==> src/rtl/l2_input_scheduler.sv <==
// l2_input_scheduler: priority scheduler for L2 inputs (flush sweep, responses, forwards, cpu requests)
// Ports: clk/rst (async, active-low); decode_en gates every selection.
//   flush/rsp/fwd/cpu request inputs with ready and from_* handshakes (combinational).
//   do_*, sel_tag, sel_set, sweep_way, flush_done are registered one cycle after selection.
//   idle flags a decode cycle with nothing selected; sweep_busy is high while a flush is in progress.
module l2_input_scheduler #(
  parameter int N_REQS = 4,
  parameter int L2_SETS = 256,
  parameter int L2_WAYS = 8,
  parameter int LINE_W = 26,
  parameter int STARVE_MAX = 15,
  localparam int SB = $clog2(L2_SETS),
  localparam int WB = $clog2(L2_WAYS),
  localparam int TW = LINE_W - SB,
  localparam int CW = $clog2(N_REQS) + 1
)(
  input  logic clk,
  input  logic rst,
  input  logic decode_en,
  input  logic flush_valid,
  output logic flush_ready,
  input  logic rsp_valid,
  output logic rsp_ready,
  input  logic [LINE_W-1:0] rsp_addr,
  input  logic fwd_valid,
  output logic fwd_ready,
  input  logic fwd_stall,
  input  logic fwd_stall_ended,
  input  logic [LINE_W-1:0] fwd_addr,
  output logic fwd_from_stalled,
  input  logic cpu_valid,
  output logic cpu_ready,
  input  logic [LINE_W-1:0] cpu_addr,
  input  logic set_conflict,
  output logic cpu_from_conflict,
  input  logic evict_stall,
  input  logic ongoing_atomic,
  input  logic [CW-1:0] reqs_cnt,
  output logic do_flush,
  output logic do_rsp,
  output logic do_fwd,
  output logic do_sweep,
  output logic do_cpu,
  output logic [TW-1:0] sel_tag,
  output logic [SB-1:0] sel_set,
  output logic [WB-1:0] sweep_way,
  output logic flush_done,
  output logic idle,
  output logic sweep_busy
);
  typedef enum logic [1:0] {IDLE, SWEEP, DONE} state_t;
  state_t state, state_d;
  logic [SB-1:0] flush_set, set_d, sel_set_d;
  logic [WB-1:0] flush_way, way_d, sweep_way_d;
  logic [TW-1:0] sel_tag_d;
  logic [7:0] starve_cnt, starve_d;
  logic [4:0] do_q, do_d;
  logic done_d, full, cpu_elig, cpu_sel;
  assign full = reqs_cnt == CW'(N_REQS);
  assign cpu_elig = (cpu_valid || set_conflict) && !evict_stall && (reqs_cnt != '0 || ongoing_atomic);
  assign sweep_busy = state != IDLE;
  assign {do_flush, do_rsp, do_fwd, do_sweep, do_cpu} = do_q;
  always_comb begin
    flush_ready = 1'b0;
    rsp_ready = 1'b0;
    fwd_ready = 1'b0;
    fwd_from_stalled = 1'b0;
    cpu_ready = 1'b0;
    cpu_from_conflict = 1'b0;
    idle = 1'b0;
    cpu_sel = 1'b0;
    do_d = '0;
    sel_tag_d = '0;
    sel_set_d = '0;
    sweep_way_d = '0;
    done_d = 1'b0;
    state_d = state;
    set_d = flush_set;
    way_d = flush_way;
    if (decode_en) begin
      if (flush_valid && full && state == IDLE) begin
        flush_ready = 1'b1;
        do_d = 5'b10000;
        state_d = SWEEP;
        set_d = '0;
        way_d = '0;
      end else if (rsp_valid && !full) begin
        rsp_ready = 1'b1;
        do_d = 5'b01000;
        {sel_tag_d, sel_set_d} = rsp_addr;
      end else if (cpu_elig && starve_cnt == 8'(STARVE_MAX)) begin
        cpu_sel = 1'b1;
      end else if ((fwd_valid && !fwd_stall) || fwd_stall_ended) begin
        fwd_ready = fwd_valid && !fwd_stall;
        fwd_from_stalled = !(fwd_valid && !fwd_stall);
        do_d = 5'b00100;
        {sel_tag_d, sel_set_d} = fwd_addr;
      end else if (state == DONE) begin
        done_d = 1'b1;
        state_d = IDLE;
        set_d = '0;
        way_d = '0;
      end else if (state == SWEEP) begin
        if (!fwd_valid && reqs_cnt != '0) begin
          do_d = 5'b00010;
          sel_set_d = flush_set;
          sweep_way_d = flush_way;
          way_d = flush_way + 1'b1;
          set_d = flush_way == WB'(L2_WAYS - 1) ? flush_set + 1'b1 : flush_set;
          state_d = flush_way == WB'(L2_WAYS - 1) && flush_set == SB'(L2_SETS - 1) ? DONE : SWEEP;
        end
      end else if (cpu_elig) begin
        cpu_sel = 1'b1;
      end else begin
        idle = 1'b1;
      end
      if (cpu_sel) begin
        cpu_ready = !set_conflict;
        cpu_from_conflict = set_conflict;
        do_d = 5'b00001;
        {sel_tag_d, sel_set_d} = cpu_addr;
      end
    end
    starve_d = cpu_elig && !cpu_sel ? (starve_cnt == 8'(STARVE_MAX) ? starve_cnt : starve_cnt + 8'd1) : 8'd0;
  end
  always_ff @(posedge clk or negedge rst) begin
    if (!rst) begin
      state <= IDLE;
      flush_set <= '0;
      flush_way <= '0;
      starve_cnt <= '0;
      do_q <= '0;
      sel_tag <= '0;
      sel_set <= '0;
      sweep_way <= '0;
      flush_done <= 1'b0;
    end else if (decode_en) begin
      state <= state_d;
      flush_set <= set_d;
      flush_way <= way_d;
      starve_cnt <= starve_d;
      do_q <= do_d;
      sel_tag <= sel_tag_d;
      sel_set <= sel_set_d;
      sweep_way <= sweep_way_d;
      flush_done <= done_d;
    end
  end
endmodule

==> config.mk <==
export PLATFORM = sky130hd
export DESIGN_NAME = l2_input_scheduler
export DESIGN_NICKNAME = d
export VERILOG_FILES = /design/src/rtl/l2_input_scheduler.sv
export SDC_FILE = /design/constraint.sdc
export NUM_CORES = 1
export LEC_CHECK = 0
export CAP_MARGIN = 25
export CORE_ASPECT_RATIO = 1.4
export CORE_MARGIN = 1.5
export CORE_UTILIZATION = 25
export CTS_CLUSTER_SIZE = 40
export DETAILED_ROUTE_END_ITERATION = 8
export GPL_TIMING_DRIVEN = 0
export PLACE_DENSITY = 0.58
export SYNTH_ARGS = -nofsm -noshare
export SYNTH_HDL_FRONTEND = slang
export SYNTH_SLANG_ARGS = --single-unit
==> constraint.sdc <==
create_clock -name clk -period 4 [get_ports clk]
set_input_delay 0.8 -clock clk [delete_from_list [all_inputs] [get_ports clk]]
set_output_delay 0.8 -clock clk [all_outputs]
set_load 0.02 [all_outputs]
==> results of run 1 <==
power breakdown:
part           switching [mW]  internal [mW]
sequential             0.0453          0.625
clock                   0.212          0.251
combinational           0.261          0.273
worst max-delay path, delay by kind of cell:
kind	cells	cell delay (ns)
buffers and inverters	2	1.11
and+or+nand+nor	3	0.88
AOI/OAI and AO/OA	1	0.24
metrics by stage:
| stage | hold slack [ns] | std cells | util, % |
|---|---|---|---|
| CTS | 0.460 | 605 | 40.5 |
| detailed placement | 0.469 | 598 | 38.8 |
| floorplan | 0.476 | 315 | - |
| finish | 0.452 | 605 | 40.7 |
| global placement | 0.466 | 596 | 38.7 |
| global route | 0.478 | 605 | 40.7 |
final timing paths:
check | from | endpoint | slack, ns | depth (start not counted)
worst max register to register | starve_cnt[5]$_DFFE_PN0P_ | sel_set[0]$_DFFE_PN0P_ | 1.14 | 6
worst min register to register | do_q[1]$_DFFE_PN0P_ | do_q[1]$_DFFE_PN0P_ | 0.48 | 1
worst max-delay path | reqs_cnt[1] | cpu_from_conflict | 0.16 | 6
max in group asynchronous | rst | flush_set[6]$_DFFE_PN0P_ | 2.97 | 2
min in group clk | do_q[1]$_DFFE_PN0P_ | do_q[1]$_DFFE_PN0P_ | 0.48 | 1
worst min-delay path | rst | sel_tag[7]$_DFFE_PN0P_ | 0.45 | 1
synthesized netlist by cell type, drive strengths merged (2+ instances only):
cell type,instances
a221o,21
nand3,9
clkbuf,13
o211ai,2
xor2,4
o31ai,9
a21oi,21
or2,2
a22oi,10
nand2b,5
o21ai,17
ha,4
nor2,32
nand2,21
nor3,4
nor4,3
or4,2
and2,4
inv,5
a22o,18
a21o,11
and3,6
xnor2,2
dfrtp,56
buf,8
nand4,2
a41oi,3
o41ai,3
sequential cells by signal, summed over array words and instances, names as in the netlist:
name,cells
do_q,5
starve_cnt,8
flush_done,1
sweep_way,3
state,2
flush_set,8
sel_set,8
flush_way,3
sel_tag,18
cell type report:
class                           count  share of cell area (%)
Buffer                             18                    2.01
Clock buffer                        6                    2.86
Clock inverter                      2                   0.284
Inverter                            5                   0.387
Multi-Input combinational cell    234                    33.6
Sequential cell                    56                    28.9
Tap cell                          147                    3.79
Timing Repair Buffer              137                    28.2
layer usage:
| layer | vias up | global-route usage, % | wire (µm) |
|---|---|---|---|
| met1 | 1567 | 19.5 | 4360 |
| met2 | 137 | 33.6 | 6190 |
| met3 | 10 | 4.09 | 810 |
| met5 | - | 0 | 0 |
| met4 | 0 | 4.91 | 155 |
| li1 | 1503 | - | - |
cells in the final DEF, fill, tap and decap left out, types with 4 or more instances in the layout:
cell	instances
a21o_1	10
a21oi_1	19
a221o_1	15
a221o_2	6
a22o_1	13
a22o_2	5
a22oi_1	10
and3_1	4
clkbuf_1	9
clkbuf_16	5
clkdlybuf4s50_1	132
dfrtp_1	56
ha_1	4
inv_1	4
nand2_1	20
nand2b_1	5
nand3_1	9
nor2_1	31
nor3_1	4
o21ai_0	16
o31ai_1	9
xor2_1	4
repair_timing:
action | 4_1_cts | 5_1_grt
setup buffers | 1 | 0
hold buffers | 0 | 0
endpoints found under the setup margin | 6 | 2
gates cloned | 1 | 0
pin swaps | 0 | 1
resized for setup | 10 | 6
kinds of logic after synthesis:
group	count (synthesis)	synth area share, %
adders and majority gates	4	1.62
DFF	56	45.3
muxes	2	0.688
buffers and inverters	26	4.05
xor gates and xnor gates	6	1.70
and+or+nand+nor	97	15.8
AOI/OAI and AO/OA	124	30.8
==> metrics, run 1 <==
status completed; core area between 10000 and 15000 µm²; Pre-Repair DR Iteration Count 5; number of CTS-inserted buffers 5; clock sinks 56; Routability Congestion 0.897; Max stage delay on crit path between 0.6 and 0.7 ns; worst vdd ir ~0.17 mV; wirelength, routed about 12 mm; skew final 0.00751 ns; fin crit share ~96%; chip width 97.0 µm; HP Class primary input to async pin; fin area a little under 5000 µm²; synthesis-stage register bit count 56; Setup WS pre-CTS -0.861 ns; total power approximately 1.7 mW; nets@finish around 550; Die Ht around 130 µm; largest net degree at the start of global routing 39; first-pass GRT wire length between 15 and 20 mm; PwrDens around 340 nW/µm²; critical path peak fanout 11; Total Negative Setup Slacks 0 ns; Area contributors post-synth dfrtp_1 (45%), a221o_1 (4.9%), nor2_1 (3.9%); DR DRC count 0; Crit-path slowest cell clkdlybuf4s50_1; relative slew slack 36.9%; RSZ-0062 raised after global routing no; critical path launch point type primary input; Pins Over Slew Limit 0; DRT antenna net count 0; ant diodes 0; DR iter-0 viols between 150 and 200; Max Root-Sink Buffers 2; Synth Area per Inst ~10 µm²; Synth area leader dfrtp_1; Ys Warns 0; crit-path cells clkdlybuf4s50_1, or3b_2, nand2_4, o2111a_2, and2_1, clkdlybuf4s50_1; Port Buf Inserts about 130; Post-synth EDFFs 0; initial cell density of the core between 20% and 30%; Final Setup Violations 0; site row count 47; final hold vios 0; max-cap violations 0; clk_lat worst skew about 0.3 ns; arrival time worst endpoint between 3 and 4 ns; CTS tree built; FMAX roughly 260 MHz; Yosys cell types 58; Worst Path Required 3.20 ns; Final min period just under 4 ns; Seq/Total Area, Yosys 45.3%; Slew @ Worst Pin approximately 0.94 ns; Worst-path clk slew approximately 0.08 ns; vias in the first global route approximately 3.3k; Mapped Area around 3000 µm²; sequential cell area between 1000 and 1500 µm²; gr ovfl total 0; Layout area overhead 57.1%; Crit Path Class primary input to output pin; routed length per instance ~19 µm; share of post-route cells with drive strength above 1 10.9%; Tot GR Track Use 17.7%; initial antenna violation count 0; Post-Synthesis Net Count 412; via/cell ratio 5.32; Root Driver clkbuf_16; Post-DP Area ~4600 µm²; CP endpoint kind output pin; ys flop type dfrtp_1; share of the synthesized area in the top cell type around 45%; Gate Count Post-Synth ~320; LEAKAGE slightly above 2 nW; Multi-input gate area 1630 µm²; fillers between 1k and 1.5k; via count ~3.2k; num ports roughly 140; ys async rst share 100%; Detailed Place HPWL 8.76 mm; DIE AREA roughly 13000 µm²; H-tree levels 2; Final WS setup 0.157 ns; most frequent CP cell clkdlybuf4s50_1
Power figures use the tool's default switching activity.
==> run 2: changes to the inputs <==
CORE_MARGIN = 4   (was 1.5)
==> run 2 against run 1 <==
Cell count stayed put; combinational power hardly changed; sequential share of layout area hardly changed; sequential power hardly changed; routed wire length is 3.3% higher; core utilization is 0.063 points lower; first-iteration DRC count is 22% lower; non-clock buffer count stayed put; global-route usage is 1.6 points lower; die area is 9.1% higher; critical path depth is 1 higher.
==> metrics, run 2 (synthesis results as in run 1) <==
status completed (unchanged); critical path launch point type primary input (unchanged); vias in the first global route 3259 (was 3279); DR DRC count 0 (unchanged); nets@finish 554 (unchanged); FMAX 258 MHz (was 260 MHz); Pins Over Slew Limit 0 (unchanged); Port Buf Inserts 134 (unchanged); Top reg by flops sel_tag (unchanged); Die Ht 140 µm (was 135 µm); critical path peak fanout 10 (was 11); via/cell ratio 5.27 (was 5.32); Final min period 3.88 ns (was 3.84 ns); CP endpoint kind output pin (unchanged); DR iter-0 viols 130 (was 166); Tot GR Track Use 16.0% (was 17.7%); metal1 wirelength 4.52 mm (was 4.36 mm); core area 11900 µm² (unchanged); wirelength, routed 11.9 mm (was 11.5 mm); gr ovfl total 0 (unchanged); H-tree levels 2 (unchanged); share of post-route cells with drive strength above 1 10.5% (was 10.9%); Crit Path Class primary input to output pin (unchanged); Total Negative Setup Slacks 0 ns (unchanged); largest net degree at the start of global routing 30 (was 39); combinational share of power 31.7% (was 32.0%); met2 WL 6.36 mm (was 6.19 mm); Flop pwr share 40.1% (was 40.2%); num ports 136 (unchanged); Root Driver clkbuf_16 (unchanged); Detailed Place HPWL 9.10 mm (was 8.76 mm); Post-DP Area 4640 µm² (unchanged); Net Switching 525 µW (was 519 µW); initial cell density of the core 25.9% (unchanged); final hold vios 0 (unchanged); DR top layer met4 (unchanged); via count 3187 (was 3217); arrival time worst endpoint 3.08 ns (was 3.04 ns); most used cells in the layout excluding fill and tap cells clkdlybuf4s50_1 (132), dfrtp_1 (56), nor2_1 (31) (unchanged); ant diodes 0 (unchanged); initial antenna violation count 0 (unchanged); clk_lat worst skew 0.30 ns (about the same); worst vdd ir 0.162 mV (was 0.170 mV); routed length per instance 19.7 µm (was 19.0 µm); LEAKAGE 2.01 nW (was 2.02 nW); Slew @ Worst Pin 0.891 ns (was 0.939 ns); Sw Share 31.3% (was 31.1%); DIE AREA 14200 µm² (was 13000 µm²); Post-CTS Hold Buffers 0 (unchanged); Worst Path Required 3.20 ns (about the same); final core utilization 40.6% (was 40.7%); first-pass GRT wire length 17.8 mm (was 18.1 mm); Pre-Repair DR Iteration Count 5 (unchanged); commonest non-fill, non-tap cell in the layout clkdlybuf4s50_1 (unchanged); Int Pwr 1.15 mW (about the same); Routability Congestion 0.839 (was 0.897); site row count 47 (unchanged); HP Class register to register (was primary input to async pin); max-cap violations 0 (unchanged); skew final 0.00909 ns (was 0.00751 ns); max reg flops 18 (unchanged); Max Root-Sink Buffers 2 (unchanged); DR WL met3 879 µm (was 810 µm); fin crit share 97.0% (was 96.1%); Clk pwr share 28.2% (was 27.8%); clock sinks 56 (unchanged); DRT antenna net count 0 (unchanged); Worst-path clk slew 0.07 ns (was 0.08 ns); relative slew slack 40.2% (was 36.9%); chip width 102 µm (was 97.0 µm); CTS tree built (unchanged); PwrDens 345 nW/µm² (was 344 nW/µm²); fin area 4850 µm² (about the same); Layout area overhead 56.8% (was 57.1%); Final Setup Violations 0 (unchanged); number of CTS-inserted buffers 5 (unchanged)
## run 2: path summary, 6_finish.rpt
check	cells after the start	end	slack, ns	from
setup / recovery	7	cpu_ready	0.12	reqs_cnt[1]
hold / removal	1	do_q[0]$_DFFE_PN0P_	0.48	do_q[0]$_DFFE_PN0P_
setup reg to reg	6	sel_set[0]$_DFFE_PN0P_	1.17	starve_cnt[5]$_DFFE_PN0P_
hold reg to reg	1	do_q[0]$_DFFE_PN0P_	0.48	do_q[0]$_DFFE_PN0P_
max in group asynchronous	2	sel_set[0]$_DFFE_PN0P_	2.85	rst
min in group asynchronous	1	sel_tag[16]$_DFFE_PN0P_	0.54	rst
## run 2: power by group through the flow
| stage | clock network, mW | logic (mW) | registers [mW] |
|---|---|---|---|
| 3_3_place_gp | 0 | 0.517 | 0.678 |
| 5_1_grt | 0.505 | 0.572 | 0.680 |
| 2_1_floorplan | 0 | 0.212 | 0.723 |
| 3_5_place_dp | 0 | 0.522 | 0.682 |
| 4_1_cts | 0.485 | 0.534 | 0.671 |
| 6_report | 0.472 | 0.531 | 0.671 |
## run 2: worst max-delay path, cell delays in order
cell	delay [ns]
clkdlybuf4s50_1	0.59
nor4bb_4	0.11
a21oi_2	0.26
buf_2	0.29
o2111ai_1	0.24
nor2_1	0.16
clkdlybuf4s50_1	0.64
## run 2: cell type report
class                   count  area, µm²
plain buffers              18       96.3
clock buffers               6        139
clock inverters             2       13.8
fillers                  1176       7090
inverters                   5       18.8
multi-input cells         234       1630
flip-flops and latches     56       1400
well taps                 147        184
repair buffers            137       1370
## run 2: repair_timing
action	in CTS	in global routing
cloned	1	0
gates resized for setup	11	3
endpoints found under the setup margin	5	2
setup buffers	1	0
## run 2: routing by layer
layer  track usage [%]  vias to the layer above
li1                  -                     1502
met1              17.8                     1548
met2              30.5                      122
met3              3.36                       15
met4              3.52                        0
met5                 0                        -
## run 2: stage by stage
step / instances / total power [mW] / hold slack [ns] / setup slack, ns
final: 605 / 1.67 / 0.483 / 0.120
after global routing: 605 / 1.76 / 0.507 / -0.0160
after CTS: 605 / 1.69 / 0.486 / 0.0562
after detailed placement: 598 / 1.20 / 0.468 / -0.851
after global placement: 596 / 1.19 / 0.467 / -0.849
after floorplan: 315 / 0.935 / 0.476 / 0.713
==> run 3: changes to the inputs <==
CAP_MARGIN = unset   (was 25)
==> run 3 against run 2 <==
Sequential cell count did not move; core utilization fell by 0.084 points; die area did not move; combinational power barely moved; non-clock buffer count rose by 1; clock skew fell by 0.0043 ns; maximum frequency fell by 0.49%; count of clock-buffer cells in the layout did not move; setup slack got worse by 0.019 ns; global-route usage rose by 0.43 points; critical path type unchanged; largest cell class unchanged; highest routed layer unchanged.
==> metrics, run 3 (synthesis results as in run 1) <==
CP delay by family, top buffers and inverters (unchanged); share of post-route cells with drive strength above 1 10.2% (was 10.5%); Worst Path Required 3.20 ns (about the same); largest net degree at the start of global routing 30 (unchanged); relative slew slack 32.7% (was 40.2%); status completed (unchanged); most frequent CP cell clkdlybuf4s50_1 (unchanged); Max stage delay on crit path 0.63 ns (was 0.64 ns); PwrDens 346 nW/µm² (was 345 nW/µm²); Root Driver clkbuf_16 (unchanged); CP endpoint cpu_ready (unchanged); CP Depth 6 (was 7); Worst R2R End sel_set[0]$_DFFE_PN0P_ (unchanged); nets@finish 555 (was 554); Min-Delay Path Depth 1 (unchanged); vias in the first global route 3339 (was 3259); Crit Path Class primary input to output pin (unchanged); Final min period 3.90 ns (was 3.88 ns); Max Root-Sink Buffers 2 (unchanged); FMAX 256 MHz (was 258 MHz); Slew @ Worst Pin 1.00 ns (was 0.891 ns); Top reg by flops sel_tag (unchanged); first-pass GRT wire length 18.2 mm (was 17.8 mm); clk_lat worst skew 0.30 ns (about the same); Final Setup Violations 0 (unchanged); Worst-path clk slew 0.07 ns (about the same); wirelength, routed 12.0 mm (was 11.9 mm); clock sinks 56 (unchanged); max reg flops 18 (unchanged); most used cells in the layout excluding fill and tap cells clkdlybuf4s50_1 (132), dfrtp_1 (56), nor2_1 (32) (was clkdlybuf4s50_1 (132), dfrtp_1 (56), nor2_1 (31)); fin area 4840 µm² (was 4850 µm²); max-cap violations 0 (unchanged); number of CTS-inserted buffers 5 (unchanged); core area 11900 µm² (unchanged); ant diodes 0 (unchanged); via/cell ratio 5.30 (was 5.27); Detailed Place HPWL 9.13 mm (was 9.10 mm); num ports 136 (unchanged); fin crit share 97.5% (was 97.0%); Routability Congestion 0.839 (unchanged); Post-CTS Hold Buffers 0 (unchanged); Tot GR Track Use 16.5% (was 16.0%); final hold vios 0 (unchanged); H-tree levels 2 (unchanged); DR DRC count 0 (unchanged); initial cell density of the core 25.9% (unchanged); critical path launch point type primary input (unchanged); commonest non-fill, non-tap cell in the layout clkdlybuf4s50_1 (unchanged); LEAKAGE 2.03 nW (was 2.01 nW); arrival time worst endpoint 3.10 ns (was 3.08 ns); Critical R2R Launch starve_cnt[5]$_DFFE_PN0P_ (unchanged); Post-DP Area 4630 µm² (was 4640 µm²); Crit-path slowest cell clkdlybuf4s50_1 (unchanged); Layout area overhead 56.5% (was 56.8%); crit-path cells clkdlybuf4s50_1, or3b_2, nand2_2, o2111ai_1, nor2_1, clkdlybuf4s50_1 (was clkdlybuf4s50_1, nor4bb_4, a21oi_2, buf_2, o2111ai_1, nor2_1, clkdlybuf4s50_1); worst vdd ir 0.176 mV (was 0.162 mV); depth of the worst register-to-register path 6 (unchanged); CP endpoint kind output pin (unchanged); Buf/Inv on CP 2 (was 3); Pins Over Slew Limit 0 (unchanged); HP Class register to register (unchanged); Port Buf Inserts 134 (unchanged); RSZ-0062 raised after global routing yes; chip width 102 µm (unchanged); Pre-Repair DR Iteration Count 5 (unchanged); skew final 0.00475 ns (was 0.00909 ns); gr ovfl total 0 (unchanged); CP startpoint reqs_cnt[1] (unchanged); total power 1.68 mW (was 1.67 mW); via count 3210 (was 3187); critical path peak fanout 11 (was 10); site row count 47 (unchanged); CTS tree built (unchanged); DIE AREA 14200 µm² (unchanged); DR iter-0 viols 128 (was 130); Die Ht 140 µm (unchanged); initial antenna violation count 0 (unchanged); DRT antenna net count 0 (unchanged); routed length per instance 19.9 µm (was 19.7 µm); flop2flop setup slack 1.11 ns (was 1.17 ns)
## run 3: layer usage
layer | GRT usage (%) | wire length, µm | up-vias | share of wire [%]
li1 | - | - | 1500 | -
met1 | 18.1 | 4330 | 1578 | 36
met2 | 31.4 | 6540 | 124 | 54
met3 | 4.11 | 1070 | 8 | 8.9
met4 | 2.76 | 118 | 0 | 0.98
met5 | 0 | 0 | - | 0
## run 3: worst min-delay path by stage
| stage | start | end | slack (ns) |
|---|---|---|---|
| floorplan | flush_set[7]$_DFFE_PN0P_ | flush_set[7]$_DFFE_PN0P_ | 0.48 |
| global placement | do_q[3]$_DFFE_PN0P_ | do_q[3]$_DFFE_PN0P_ | 0.47 |
| detailed placement | do_q[0]$_DFFE_PN0P_ | do_q[0]$_DFFE_PN0P_ | 0.47 |
| CTS | do_q[0]$_DFFE_PN0P_ | do_q[0]$_DFFE_PN0P_ | 0.49 |
| global route | do_q[1]$_DFFE_PN0P_ | do_q[1]$_DFFE_PN0P_ | 0.51 |
| finish | do_q[0]$_DFFE_PN0P_ | do_q[0]$_DFFE_PN0P_ | 0.48 |
## run 3: per-stage QoR
stage / TNS [ns] / instances / setup WS, ns / hold slack (ns) / util, %
6_report: 0 / 606 / 0.101 / 0.483 / 40.5
5_1_grt: -0.0523 / 606 / -0.0292 / 0.507 / 40.5
3_3_place_gp: -2.08 / 596 / -0.849 / 0.467 / 38.7
4_1_cts: 0 / 605 / 0.0517 / 0.486 / 40.5
3_5_place_dp: -2.09 / 597 / -0.859 / 0.469 / 38.8
2_1_floorplan: 0 / 315 / 0.713 / 0.476 / -
## run 3: final cells by class
type | instances | area [µm²]
flip-flops and latches | 56 | 1400
repair buffers | 138 | 1380
clock inverters | 2 | 13.8
clock buffers | 6 | 139
inverters | 5 | 18.8
fillers | 1196 | 7100
plain buffers | 18 | 96.3
well taps | 147 | 184
multi-input cells | 234 | 1610
## run 3: what timing repair did
item                                    CTS  global route
buffers inserted                          2             0
endpoints found under the setup margin    5             3
cloned                                    1             0
gates resized for setup                   8             1
## run 3: power by group
part	total [mW]	switching (mW)	internal, mW
registers	0.670	0.0449	0.625
logic	0.532	0.260	0.272
clock network	0.473	0.222	0.252
total	1.68	0.527	1.15
## run 3: worst reg2reg max path, delay by kind of cell, from the launching register on
kind	cells	cell delay, ns
AO/OA/AOI/OAI	2	0.89
buffers and inverters	1	0.19
flip-flops	1	0.43
AND/OR/NAND/NOR	3	1.28
